## src/rtl/fetch_unit.sv

```systemverilog
// Instruction-fetch stage: PC, ROM address, field split,
// next-PC select and start/run/halt sequencer with cycle count.
module fetch_unit #(
  parameter int PC_W  = 10,
  parameter int CNT_W = 16
) (
  input  logic             Clk,
  input  logic             Reset,
  input  logic             Start,
  input  logic [8:0]       InstrData,
  input  logic             Branch,
  input  logic             BrTaken,
  input  logic             Halt,
  output logic [PC_W-1:0]  InstrAddr,
  output logic             TypeBit,
  output logic [3:0]       OP,
  output logic [3:0]       RegSel,
  output logic             Valid,
  output logic             Done,
  output logic [CNT_W-1:0] CycleCount
);

  localparam logic [1:0] S_IDLE   = 2'd0;
  localparam logic [1:0] S_ARMED  = 2'd1;
  localparam logic [1:0] S_RUN    = 2'd2;
  localparam logic [1:0] S_HALTED = 2'd3;

  logic [1:0]       state_q, state_d;
  logic [PC_W-1:0]  pc_q, pc_d;
  logic [CNT_W-1:0] cnt_q, cnt_d;
  logic [PC_W-1:0]  br_off;
  logic [CNT_W-1:0] cnt_inc;

  assign br_off  = PC_W'($signed(InstrData[7:0]));
  assign cnt_inc = (cnt_q == '1) ? cnt_q : cnt_q + CNT_W'(1);

  assign InstrAddr  = pc_q;
  assign TypeBit    = InstrData[8];
  assign OP         = InstrData[7:4];
  assign RegSel     = InstrData[3:0];
  assign Valid      = (state_q == S_RUN);
  assign Done       = (state_q == S_HALTED);
  assign CycleCount = cnt_q;

  // Next state, PC and cycle count; Start re-arms from anywhere
  always_comb begin
    state_d = state_q;
    pc_d    = pc_q;
    cnt_d   = cnt_q;
    if (Start) begin
      state_d = S_ARMED;
      pc_d    = '0;
      cnt_d   = '0;
    end else begin
      unique case (1'b1)
        state_q == S_IDLE:   state_d = S_IDLE;
        state_q == S_ARMED:  state_d = S_RUN;
        state_q == S_RUN: begin
          cnt_d = cnt_inc;
          if (Halt) begin
            state_d = S_HALTED;
          end else if (Branch && BrTaken) begin
            pc_d = pc_q + br_off;
          end else begin
            pc_d = pc_q + PC_W'(1);
          end
        end
        state_q == S_HALTED: state_d = S_HALTED;
        default:             state_d = S_IDLE;
      endcase
    end
  end

  // State registers with synchronous reset
  always_ff @(posedge Clk) begin
    if (Reset) begin
      state_q <= S_IDLE;
      pc_q    <= '0;
      cnt_q   <= '0;
    end else begin
      state_q <= state_d;
      pc_q    <= pc_d;
      cnt_q   <= cnt_d;
    end
  end

endmodule

```

## config.mk

```make
export PLATFORM = sky130hd
export DESIGN_NAME = fetch_unit
export DESIGN_NICKNAME = d
export VERILOG_FILES = /design/src/rtl/fetch_unit.sv
export SDC_FILE = /design/constraint.sdc
export NUM_CORES = 1
export LEC_CHECK = 0
export ABC_AREA = 1
export ABC_CLOCK_PERIOD_IN_PS = 2400
export CAP_MARGIN = 15
export CORE_MARGIN = 2
export CORE_UTILIZATION = 50
export CTS_CLUSTER_DIAMETER = 100
export DETAILED_ROUTE_END_ITERATION = 10
export PLACE_DENSITY_LB_ADDON = 0.08
export SYNTH_ARGS = -nofsm -noshare
export SYNTH_HDL_FRONTEND = slang
export SYNTH_SLANG_ARGS = --single-unit
```

## constraint.sdc

```tcl
create_clock -name Clk -period 2.4 [get_ports Clk]
set_input_delay 0.36 -clock Clk [delete_from_list [all_inputs] [get_ports Clk]]
set_output_delay 0.36 -clock Clk [all_outputs]
set_load 0.01 [all_outputs]
```

Word-level counts from Yosys, hierarchy flattened
Cells that the tools add are included.

$add $sub $neg: 3. Eq/ne operators: 6. Multiplexer cells: 4. Bitwise gates (word level): 2. Reduce and logical (&&, ||, !) cells: 4.

Operator list (number): $add 16x1->16 const B (1); $eq 16x16->1 const B (1); $add 10x1->10 const B (1); $add 10x10->10 (1); $mux 10 (1); $pmux 2 s3 (1); $eq 2x2->1 const B (2); $reduce_and 2->1 (2); $ne 3x3->1 const B (1); $eq 2x1->1 const B (1); $mux 2 (1); $ne 2x2->1 const B (1); $not 1->1 (2); $reduce_or 2->1 (1); $logic_and 1x1->1 (1); $mux 1 (1).

Bits in registers: 28. Input port bits: 15. Output and inout port bits: 37. Word-level logic and storage cells: 23.

Longest topological paths before layout
Word-level depth: 3. Depth in mapped cells: 15. Mapped depth without buffers: 15.

Least setup slack after synthesis
Ideal clock, no wire load.

Path type: input to register. Start: in Branch. End: reg pc_q[8] (netlist: InstrAddr[8]). Library setup time: 0.109 ns. Data arrival time: 1.877 ns. Data required time: 2.291 ns. Setup slack: 0.414 ns. Stages: 11. Cells stage by stage: nand2_1 -> or2_2 -> ha_1 -> inv_1 -> fa_1 -> o21ai_0 -> nand2_1 -> nand3_1 -> nand3_1 -> nand2_1 -> inv_1.

Cells in the longest elaborated chain, start to end: 2.

Ends and longest elaborated chain: start: declaration (line 11) `input logic Branch,`; $logic_and 1x1->1 (line 62) `end else if (Branch && BrTaken) begin`; $mux 10 (line 62); end signal: assignment (line 82) `pc_q <= pc_d;`; end: declaration (line 29) `logic [PC_W-1:0] pc_q, pc_d;`.

Every way passes these cells. A chain may end at the register's enable or synchronous reset.

Final worst setup path
Start: in BrTaken. End: reg pc_q[8] (netlist: InstrAddr[8]).

Cells in the longest elaborated chain, start to end: 2.

Ends and longest elaborated chain: start: declaration (line 12) `input logic BrTaken,`; $logic_and 1x1->1 (line 62); $mux 10 (line 62).

Every way passes these cells.

==> results.md <==
* Outcome: complete, no violations
* Clk slew on worst S/H paths at 0.10 ns
* Rows at 23
* Worst-Skew Late Latency at 0.27 ns
* Area contributors post-synth: dfxtp_1 (27%), nand2_1 (16%), nor2_1 (7.4%)
* Fin nets at between 300 and 400
* WHS at around 0.52 ns
* Post-Route WL at 4610 µm
* Synth Area in Adders at 0.0697
* DIE AREA at 0.00470 mm²
* Fraction of layout instances using a drive strength above 1 at 0.112
* Post-CTS sizing at 0
* Port buffer count at 49
* Routed vias at between 2000 and 2500
* Post-synthesis sequential area ratio at 0.269
* Slew headroom at 0.633
* Average size of a mapped cell at between 6 and 7 µm²
* H-tree levels at 1
* Gp weighted congestion at 0.964
* Leakage at 1.13 nW
* Vias per inst at a little under 5
* CTS buffer count at 3
* Required time of the critical path at ~2.6 ns
* Max-slew violations at 0
* Postcts setup bufs at 0
* Dpl cells at 411
* Slew @ Worst Pin at 0.550 ns
* Initial Util at 0.520
* Starting DRT DRC Count at 78
* Clock skew at 0.00329 ns
* Pwr/cell area at 335 mW/mm²
* Part of the cycle the worst path needs at 0.893
* Xor-xnor portion of the synthesized cell area at 0.0505
* Clk sinks at 28
* Initial antenna violation count at 0
* Tmin final at 2.14 ns
* Filler cells at about 420
* # IOs at 52
* ANT cells at 0
* Max-Cap Viols at 0
* Largest net degree at the start of global routing at 16
* Global Route Usage Sum at 0.212
* Simple-gate area share of the yosys netlist at 0.362
* Total chip power at 0.888 mW
* Total global routing overflow at 0
* TritonCTS clock tree: yes
* Final core occ at 0.663
* Syn nets at 342
* First-pass GRT wire length at approximately 7600 µm
* Clk buf depth at 2
* Mux cell area share after synthesis at 0
* Root Driver: clkbuf_8
* Final cell count without fillers at 415
* Post-CTS Hold Buffers at 0
* Max frequency at 0.467 GHz
* Crit path DAT at 2.33 ns
* Chip Width at 68.5 µm
* DP Area at 0.00260 mm²
* Final hold vios at 0
* CP Class: input pin to flop
* Final ANT Viol Nets at 0
* Cell area after synthesis at 0.00208 mm²
* Area grow syn2layout at 27.3%
* Post-DR wirelength/cell at around 11 µm
* Compound-Gate Fraction of Synth Area at 0.114
* Largest family of logic cells by synthesized area: simple AND/OR/NAND/NOR gates
* Warnings from Yosys at 0
* DIE HEIGHT at between 60 and 70 µm
* Worst Hold Class: flop to flop
* Post-synth cell types at 30
* Drt drc at 0
* Peak supply drop at around 0.23 mV
* RSZ-0062 raised after global routing: no
* Core area at 0.00400 mm²
* Fin area at 0.00265 mm²
* Synth Register Bits at 28
* Post-synth top area cell: dfxtp_1
* Setup violators final at 0
* Worst Path Max Fanout at 4
* Pre-antenna DRT Iters at 4
* Startpoint Class: input pin
* Cells after Synth at 316
* Vias in the first global route at 1825
* Post-synth top area share at 0.269
* Final HPWL DP at between 3000 and 4000 µm
* Crit end category: flop
-- final timing paths --
path                startpoint            to  slack, ns  cells past startpoint
setup / recovery       BrTaken  InstrAddr[8]       0.26                     13
hold / removal      state_q[1]    state_q[1]       0.52                      2
setup reg to reg  InstrAddr[0]  InstrAddr[8]       0.65                     10
hold reg to reg     state_q[1]    state_q[1]       0.52                      2
-- metrics by stage --
stage | setup TNS, ns | worst slack, ns
after CTS | 0 | 0.247
final | 0 | 0.258
after detailed placement | -0.0703 | -0.0454
after global routing | 0 | 0.0497
after global placement | 0 | 0.0106
after floorplan | 0 | 0.414
-- kinds of logic (layout without fill, tap and decap cells) --
logic type	after synthesis	after routing
AND/OR/NAND/NOR	169	169
buffers and inverters	58	107
AO/OA/AOI/OAI	38	38
flip-flops	28	28
XOR/XNOR	12	12
adder cells (fa/ha/maj)	11	11
-- flip-flops by register name (all words and copies together), names as in the netlist --
| register | count |
|---|---|
| CycleCount | 16 |
| InstrAddr | 10 |
| state_q | 2 |
-- final cells by class --
type	instances	area, µm²	share of cell area
well taps	50	62.6	0.0236
inverters	44	166	0.0628
flip-flops and latches	28	561	0.211
multi-input cells	230	1240	0.468
clock buffers	4	55.1	0.0208
repair buffers	59	566	0.213
-- metal layers --
metal  vias to the layer above  GRT usage  routed length (µm)
met5                         -          0                   0
met4                         0     0.0475                  46
met3                         6     0.0276                 144
met2                        36      0.404                2380
met1                       912      0.248                2050
li1                       1078          -                   -
-- worst max-delay path, stage by stage --
cell and delay (ns):
clkdlybuf4s50_1 0.44, nand2_1 0.14, or2_2 0.13, ha_1 0.15, inv_1 0.06, fa_1 0.40
o21ai_0 0.18, buf_4 0.15, nand2_1 0.06, nand3_1 0.08, nand3_1 0.07, nand2_1 0.06
inv_1 0.03
-- cells in the final DEF, fill, tap and decap left out, types with 7 or more instances in the layout --
cell type,n
a21oi_1,13
a21oi_2,8
buf_4,10
clkdlybuf4s50_1,49
dfxtp_1,28
ha_1,10
inv_1,40
nand2_1,86
nand3_1,23
nor2_1,41
o21ai_0,10
xnor2_1,7
-- Yosys cell counts, drive strengths merged --
cell,n
a21oi,21
buf,13
clkbuf,1
clkinv,1
dfxtp,28
fa,1
ha,10
inv,43
nand2,92
nand3,24
nand3b,1
nand4,3
nor2,46
nor3,1
o21a,5
o21ai,10
o21bai,2
or2,2
xnor2,7
xor2,5
-- power by group --
| part | leakage, nW | switching [mW] | total (mW) | internal (mW) |
|---|---|---|---|---|
| Sequential | 0.226 | 0.00417 | 0.472 | 0.468 |
| Combinational | 0.874 | 0.0577 | 0.118 | 0.0602 |
| Clock | 0.0288 | 0.151 | 0.298 | 0.147 |
| Total | 1.13 | 0.213 | 0.888 | 0.675 |
Power figures use the tool's default switching activity.
